## src/rtl/fb_port_arbiter.sv

```systemverilog
// Frame-buffer RAM port arbiter: display fetches win, buffered pixel writes drain in idle slots.
// Optional FB_ARB_VSYNC_LOCK_EN restricts write drain to vertical blanking.
module fb_port_arbiter #(
  parameter int unsigned ADDR_W     = 16,
  parameter int unsigned DATA_W     = 16,
  parameter int unsigned FIFO_AW    = 2,
  parameter int unsigned STARVE_MAX = 1023
) (
  input  logic                 clk,
  input  logic                 rest_n,
  input  logic                 disp_req,
  input  logic [ADDR_W-1:0]    disp_addr,
  output logic                 disp_valid,
  output logic [DATA_W-1:0]    disp_data,
  input  logic                 vblank,
  input  logic                 wr_valid,
  output logic                 wr_ready,
  input  logic [ADDR_W-1:0]    wr_addr,
  input  logic [DATA_W-1:0]    wr_data,
  output logic                 ram_en,
  output logic                 ram_we,
  output logic [ADDR_W-1:0]    ram_addr,
  output logic [DATA_W-1:0]    ram_wdata,
  input  logic [DATA_W-1:0]    ram_rdata,
  output logic [FIFO_AW:0]     fifo_level,
  output logic                 busy,
  output logic                 starve
);

  localparam int unsigned DEPTH = 1 << FIFO_AW;
  localparam int unsigned LVL_W = FIFO_AW + 1;
  localparam int unsigned ENT_W = ADDR_W + DATA_W;
  localparam int unsigned CNT_W = (STARVE_MAX > 1) ? $clog2(STARVE_MAX + 1) : 1;

  typedef enum logic [1:0] {IDLE, PEND, DRAIN} state_t;

  state_t             state_q, state_d;
  logic [ENT_W-1:0]   mem [DEPTH];
  logic [LVL_W-1:0]   wptr_q, rptr_q, wptr_d, rptr_d, level_d;
  logic [CNT_W-1:0]   cnt_q, cnt_d;
  logic [ENT_W-1:0]   head;
  logic               push, pop, drain_ok, starve_d, disp_d1_q;

`ifdef FB_ARB_VSYNC_LOCK_EN
  assign drain_ok = vblank & ~disp_req;
`else
  logic unused_vblank;
  assign unused_vblank = vblank;
  assign drain_ok      = ~disp_req;
`endif

  assign disp_data = ram_rdata;

  // Grant, FIFO pointer/level update, next state and starvation counter
  always_comb begin
    push     = 1'b0;
    pop      = 1'b0;
    wptr_d   = wptr_q;
    rptr_d   = rptr_q;
    level_d  = fifo_level;
    head     = mem[rptr_q[FIFO_AW-1:0]];
    state_d  = state_q;
    cnt_d    = '0;
    starve_d = 1'b0;

    push    = wr_valid & wr_ready;
    pop     = (fifo_level != '0) & drain_ok;
    wptr_d  = wptr_q + LVL_W'(push);
    rptr_d  = rptr_q + LVL_W'(pop);
    level_d = fifo_level + LVL_W'(push) - LVL_W'(pop);

    if (pop)                state_d = DRAIN;
    else if (level_d != '0) state_d = PEND;
    else                    state_d = IDLE;

    case (state_q)
      PEND: begin
        if (cnt_q == CNT_W'(STARVE_MAX - 1)) starve_d = 1'b1;
        else                                 cnt_d    = cnt_q + CNT_W'(1);
      end
      default: cnt_d = '0;
    endcase
  end

  always_ff @(posedge clk or negedge rest_n) begin
    if (!rest_n) state_q <= IDLE;
    else         state_q <= state_d;
  end

  // Storage only; validity is tracked by the pointers, so no reset needed
  always_ff @(posedge clk) begin
    if (push) mem[wptr_q[FIFO_AW-1:0]] <= {wr_addr, wr_data};
  end

  always_ff @(posedge clk or negedge rest_n) begin
    if (!rest_n) begin
      wptr_q     <= '0;
      rptr_q     <= '0;
      fifo_level <= '0;
      wr_ready   <= 1'b0;
      cnt_q      <= '0;
      starve     <= 1'b0;
      busy       <= 1'b0;
      disp_d1_q  <= 1'b0;
      disp_valid <= 1'b0;
      ram_en     <= 1'b0;
      ram_we     <= 1'b0;
      ram_addr   <= '0;
      ram_wdata  <= '0;
    end else begin
      wptr_q     <= wptr_d;
      rptr_q     <= rptr_d;
      fifo_level <= level_d;
      wr_ready   <= (level_d != LVL_W'(DEPTH));
      cnt_q      <= cnt_d;
      starve     <= starve_d;
      busy       <= (state_d != IDLE);
      disp_d1_q  <= disp_req;
      disp_valid <= disp_d1_q;
      if (disp_req) begin
        ram_en   <= 1'b1;
        ram_we   <= 1'b0;
        ram_addr <= disp_addr;
      end else if (pop) begin
        ram_en    <= 1'b1;
        ram_we    <= 1'b1;
        ram_addr  <= head[ENT_W-1:DATA_W];
        ram_wdata <= head[DATA_W-1:0];
      end else begin
        ram_en <= 1'b0;
        ram_we <= 1'b0;
      end
    end
  end

endmodule

```

## config.mk

```make
export PLATFORM = sky130hd
export DESIGN_NAME = fb_port_arbiter
export DESIGN_NICKNAME = d
export VERILOG_FILES = /design/src/rtl/fb_port_arbiter.sv
export SDC_FILE = /design/constraint.sdc
export NUM_CORES = 1
export LEC_CHECK = 0
export ABC_AREA = 1
export CAP_MARGIN = 10
export CORE_MARGIN = 5
export CORE_UTILIZATION = 40
export DETAILED_ROUTE_END_ITERATION = 7
export SYNTH_ARGS = -nofsm -noshare
export SYNTH_HDL_FRONTEND = slang
export SYNTH_SLANG_ARGS = --single-unit
export TNS_END_PERCENT = 5
```

## constraint.sdc

```tcl
create_clock -name clk -period 4.2 [get_ports clk]
set_input_delay 0.84 -clock clk [delete_from_list [all_inputs] [get_ports clk]]
set_output_delay 0.84 -clock clk [all_outputs]
set_load 0.01 [all_outputs]
```

# Word-level counts from Yosys, hierarchy flattened
# Memories as Yosys holds them, arrays and structs flattened.
# Cells that the tools add are included.
word_totals:
  register_bits: 60
  latchBits: 0
  mem_bits_rw: 128
  romBits: 0
  inputBits: 69
  n_memories: 1
classes:
  add_sub_neg: 5
  mul: 0
  div_mod_pow: 0
  magnitude_cmp: 0
  n_eq_ne: 3
  n_shift: 0
  muxes: 13
  bitwise_logic: 3
  n_reduce_logical: 5
mem_list:
  columns: ["name", "words", "word_bits", "read_ports", "rd_ports_with_merged_regs", "wr", "line_no", "source"]
  rows:
  - ["mem", 4, 32, 1, 0, 1, "38", "logic [ENT_W-1:0] mem [DEPTH];"]
op_table:
  columns: ["op", "count"]
  rows:
  - ["16-bit 2-to-1 mux", 2]
  - ["10-bit 2-to-1 mux", 2]
  - ["10-bit by 1-bit adder with 10-bit output (second input constant)", 1]
  - ["10-bit == test (second input constant)", 1]
  - ["3-bit by 1-bit adder with 3-bit output", 3]
  - ["1-bit 2-to-1 mux", 8]
  - ["3-bit nonzero test", 2]
  - ["2-bit nonzero test", 2]
  - ["3-bit inequality test (second input constant)", 1]
  - ["3-bit by 1-bit subtractor with 3-bit output", 1]
  - ["1-bit AND", 2]
  - ["2-bit by 1-bit == test with 1-bit output (second input constant)", 1]
  - ["2-bit 2-to-1 mux", 1]
  - ["2-bit AND reduction", 1]
  - ["1-bit inverter", 1]

# Longest topological paths before layout
logic_depth:
  depth_word: 7
  depth_mapped: 14
  ltp_nobuf: 13

# Worst setup path after synthesis
# Ideal clock, no wire load.
synth_path:
  path_type: "input to register"
  from: "input port wr_valid"
  to: "memory mem[0][0] in the netlist's numbering (enable)"
  setup_time_ps: 461
  arrival_ps: 3171
  path_slack_ps: 568
  stages: 2
  n_path_buf: 0
  path_cell_list: "nand2_1 nor3_1"
synth_via:
  elab_chain_len: 3
synth_rtl:
  columns: ["element", "line_no", "source"]
  rows:
  - ["start, declared", "16", "input logic wr_valid,"]
  - ["1-bit AND", "66", "push = wr_valid & wr_ready;"]
  - ["1-bit 2-to-1 mux", "92", "if (push) mem[wptr_q[FIFO_AW-1:0]] <= {wr_addr, wr_data};"]
  - ["1-bit 2-to-1 mux (implied by the code)", "92", null]
  - ["end, declared", "38", null]
# Every way passes these cells.

# Final worst setup path
layout_path:
  from: "input port disp_req"
  to: "register state_q[0]"
layout_via:
  elab_chain_len: 6
layout_rtl:
  columns: ["element", "line_no", "source"]
  rows:
  - ["start, declared", "11", "input logic disp_req,"]
  - ["1-bit inverter (no line)", null, null]
  - ["1-bit AND", "67", "pop = (fifo_level != '0) & drain_ok;"]
  - ["3-bit by 1-bit subtractor with 3-bit output", "70", "level_d = fifo_level + LVL_W'(push) - LVL_W'(pop);"]
  - ["named net level_d[1]", "39", "logic [LVL_W-1:0] wptr_q, rptr_q, wptr_d, rptr_d, level_d;"]
  - ["3-bit nonzero test", "73", "else if (level_d != '0) state_d = PEND;"]
  - ["1-bit 2-to-1 mux", "73", null]
  - ["2-bit 2-to-1 mux", "72", "if (pop) state_d = DRAIN;"]
  - ["named net state_d[0]", "37", "state_t state_q, state_d;"]
  - ["end signal, assigned", "87", "else state_q <= state_d;"]
  - ["end, declared", "37", null]
# The timed path passes the listed nets, and every way through them passes these cells.
# A chain may end at the register's enable or synchronous reset.

==> flow_metrics.tcl <==
set metrics [dict create \
    synth_top_area_share_pct 50.82 \
    cts_tree "done" \
    register_area_sq_um 5271 \
    ys_seq_area_share_pct 69.68 \
    combinationalPowerShare_pct 31.4 \
    gr-usage-met3_pct 4.782 \
    yosysWarnings 0 \
    ys_seq_elements 185 \
    setup_viol_count_final 0 \
    wire_per_inst_um 15.58 \
    finalNetCount 834 \
    place_congestion 0.7426 \
    path_class "primary input to flop" \
    ys_top_cells_by_count "nand2_1 (197), edfxtp_1 (128), nor2_1 (64)" \
    grt_pass1_vias 4879 \
    ant_nets 0 \
    relSlewSlack_pct 40.75 \
    hold_violations 0 \
    synth_async_sr_flop_share_pct 30.81 \
    synth_area_sq_um 7564 \
    cp-start-kind "primary input" \
    cap_viol_max_count 0 \
    multi_input_area_sq_um 1804 \
    synth_nets 754 \
    critPathCaptureType "flop" \
    grtUsageMet1_pct 18.86 \
    synth_edf_count 128 \
    grt_busiest_layer "met2" \
    hold_ws_ns 0.3502 \
    syn_inst 678 \
    r2r_start "fifo_level[1]$_DFF_PN0_" \
    numClockSinks 185 \
    grt_usage_pct 15.08 \
    fp.dieW_um 147.5 \
    internal-power_w 0.004001 \
    place.port_buffers 92 \
    postCtsSetupRepairBufs 0 \
    antenna_found_initial 1 \
    pwr-share-clk_pct 25.2 \
    wl_um 15680 \
    final.setup.tns_ns 0 \
    drv_slew 0 \
    die_y_um 147.5 \
    clkTransAtPathRegs_ns 0.07 \
    holdBufCountCts 0 \
    htree_levels 4 \
    dr_total_vias 4830 \
    power_leakage_nw 3.659 \
    fin_area_sq_um 9171 \
    start_util_pct 40.57 \
    rsz0062_at_grt "false" \
    grt_pass1_wl_um 25520 \
    place.detailed.hpwl_um 9938 \
    syn_avg_cell_area_sq_um 11.16 \
    worstSetupStartpoint "disp_req" \
    clock_latency_ns 0.43 \
    clock-root-buffer "clkbuf_16" \
    area_growth_pct 21.26 \
    cts_buffers 17 \
    num_rows 50 \
    grt_max_degree 58 \
    vdd_drop_max_uv 293.9 \
    skew_ns 0.009892 \
    period_share_pct 64.32 \
    dr.pass1.iters 4 \
    grtUsageMet2_pct 24.98 \
    worstPathArrival_ns 3.02 \
    tightest_slew_ns 0.8874 \
    ctsResizeCount 0 \
    synth_cell_type_count 27 \
    core_area_sq_um 18640 \
    required_ns 4.52 \
    synth_top_area_cell "edfxtp_1" \
    ys_dominant_reg_cell "edfxtp_1" \
    ff2ff_setup_slack_ns 1.87 \
    holdCritPathClass "flop to flop" \
    netSwitchingFraction_pct 33.88 \
    dpl_cell_area_sq_um 8600 \
    die-area_sq_um 21760 \
    p_sw_w 0.002050 \
    power.density_nw_per_um2 659.8 \
    synth_area_leaders "edfxtp_1 (51%), dfrtp_1 (19%), nand2_1 (9.8%)" \
    gr-total-overflow 0 \
    via_per_inst 4.801 \
    drcViolationCount 0 \
    io_pins 126 \
    seqPwrFrac_pct 43.4 \
    first_iter_violations 369 \
    fill_cells 1646 \
    critPathMaxFanout 20 \
    status "finished clean" \
    hp-start "disp_d1_q$_DFF_PN0_" \
    yosysMostFrequentCell "nand2_1" \
    fmax_mhz 370.2 \
    clk_path_buf_depth 2 \
    period_minus_slack_ns 2.702 \
    drive_above_1_share_pct 7.912 \
]
stage by stage:
step           total power, W  util [%]  setup slack, ns  instances
5_1_grt              0.006489     49.19            1.386       1006
4_1_cts              0.006149     49.18            1.487       1005
6_report             0.006052     49.19            1.498       1006
2_1_floorplan        0.003852         -           0.5681        678
3_3_place_gp         0.004543     46.13            1.048        973
3_5_place_dp         0.004609     46.13            1.043        973
metal layers:
layer	wire [um]	part of all wire, %	vias up
met5	0	0	-
met4	209	1.3	0
met3	835	5.3	21
met2	7790	50	121
met1	6842	44	2293
li1	-	-	2395
cells in the final DEF, fill, tap and decap left out, drive strengths merged, types with 5 or more instances in the layout:
master           n
clkbuf          18
ha               6
nor3             6
buf             14
clkdlybuf4s50   91
edfxtp         128
nor2            66
o211ai          16
o21ai           64
dfrtp           57
clkinvlp         5
nand2          198
inv             63
nand3           23
state kept, by name (all words and copies together) (netlist names):
name	count
mem	128
ram_addr	16
ram_wdata	16
cnt_q	10
fifo_level	3
rptr_q	2
wptr_q	2
busy	1
disp_d1_q	1
disp_valid	1
ram_en	1
ram_we	1
starve	1
state_q	1
wr_ready	1
cell type report:
class	instances	area share, %
flip-flops and latches	185	57.48
multi-input cells	391	19.67
repair buffers	105	11.05
clock buffers	18	4.679
well taps	234	3.192
inverters	58	2.374
clock inverters	14	1.528
diodes	1	0.02729
path summary, 6_finish.rpt:
kind / end / depth (start not counted)
setup reg to reg: state_q[0]$_DFF_PN0_ / 11
hold reg to reg: disp_valid$_DFF_PN0_ / 0
min in group asynchronous: disp_valid$_DFF_PN0_ / 1
hold / removal: disp_valid$_DFF_PN0_ / 0
setup / recovery: state_q[0]$_DFF_PN0_ / 11
max in group asynchronous: ram_wdata[13]$_DFFE_PN0P_ / 2
cells by family (layout without fill, tap and decap cells):
family	after synthesis	after routing	share of synthesized area [%]
other cells	0	1	0
xor+xnor	5	5	0.5791
simple gates	296	296	15.57
compound gates	83	83	6.187
flops	185	185	69.68
fa+ha+maj	7	7	1.257
buf+inv	102	195	6.733
power groups by stage:
stage / sequential [W] / combinational (W) / clock, W
after floorplan: 0.00271 / 0.00114 / 0
after global placement: 0.00265 / 0.00190 / 0
after detailed placement: 0.00267 / 0.00194 / 0
after CTS: 0.00263 / 0.00195 / 0.00157
after global routing: 0.00267 / 0.00216 / 0.00165
final: 0.00263 / 0.00190 / 0.00152
worst max-delay path: stages:
cell	delay (ns)
clkdlybuf4s50_1	0.48
a21oi_4	0.13
buf_4	0.29
ha_1	0.28
inv_1	0.06
ha_1	0.15
fa_1	0.44
nor2_1	0.18
nand2_1	0.07
nand2_1	0.05
inv_1	0.04
(Power assumes the default switching activity.)
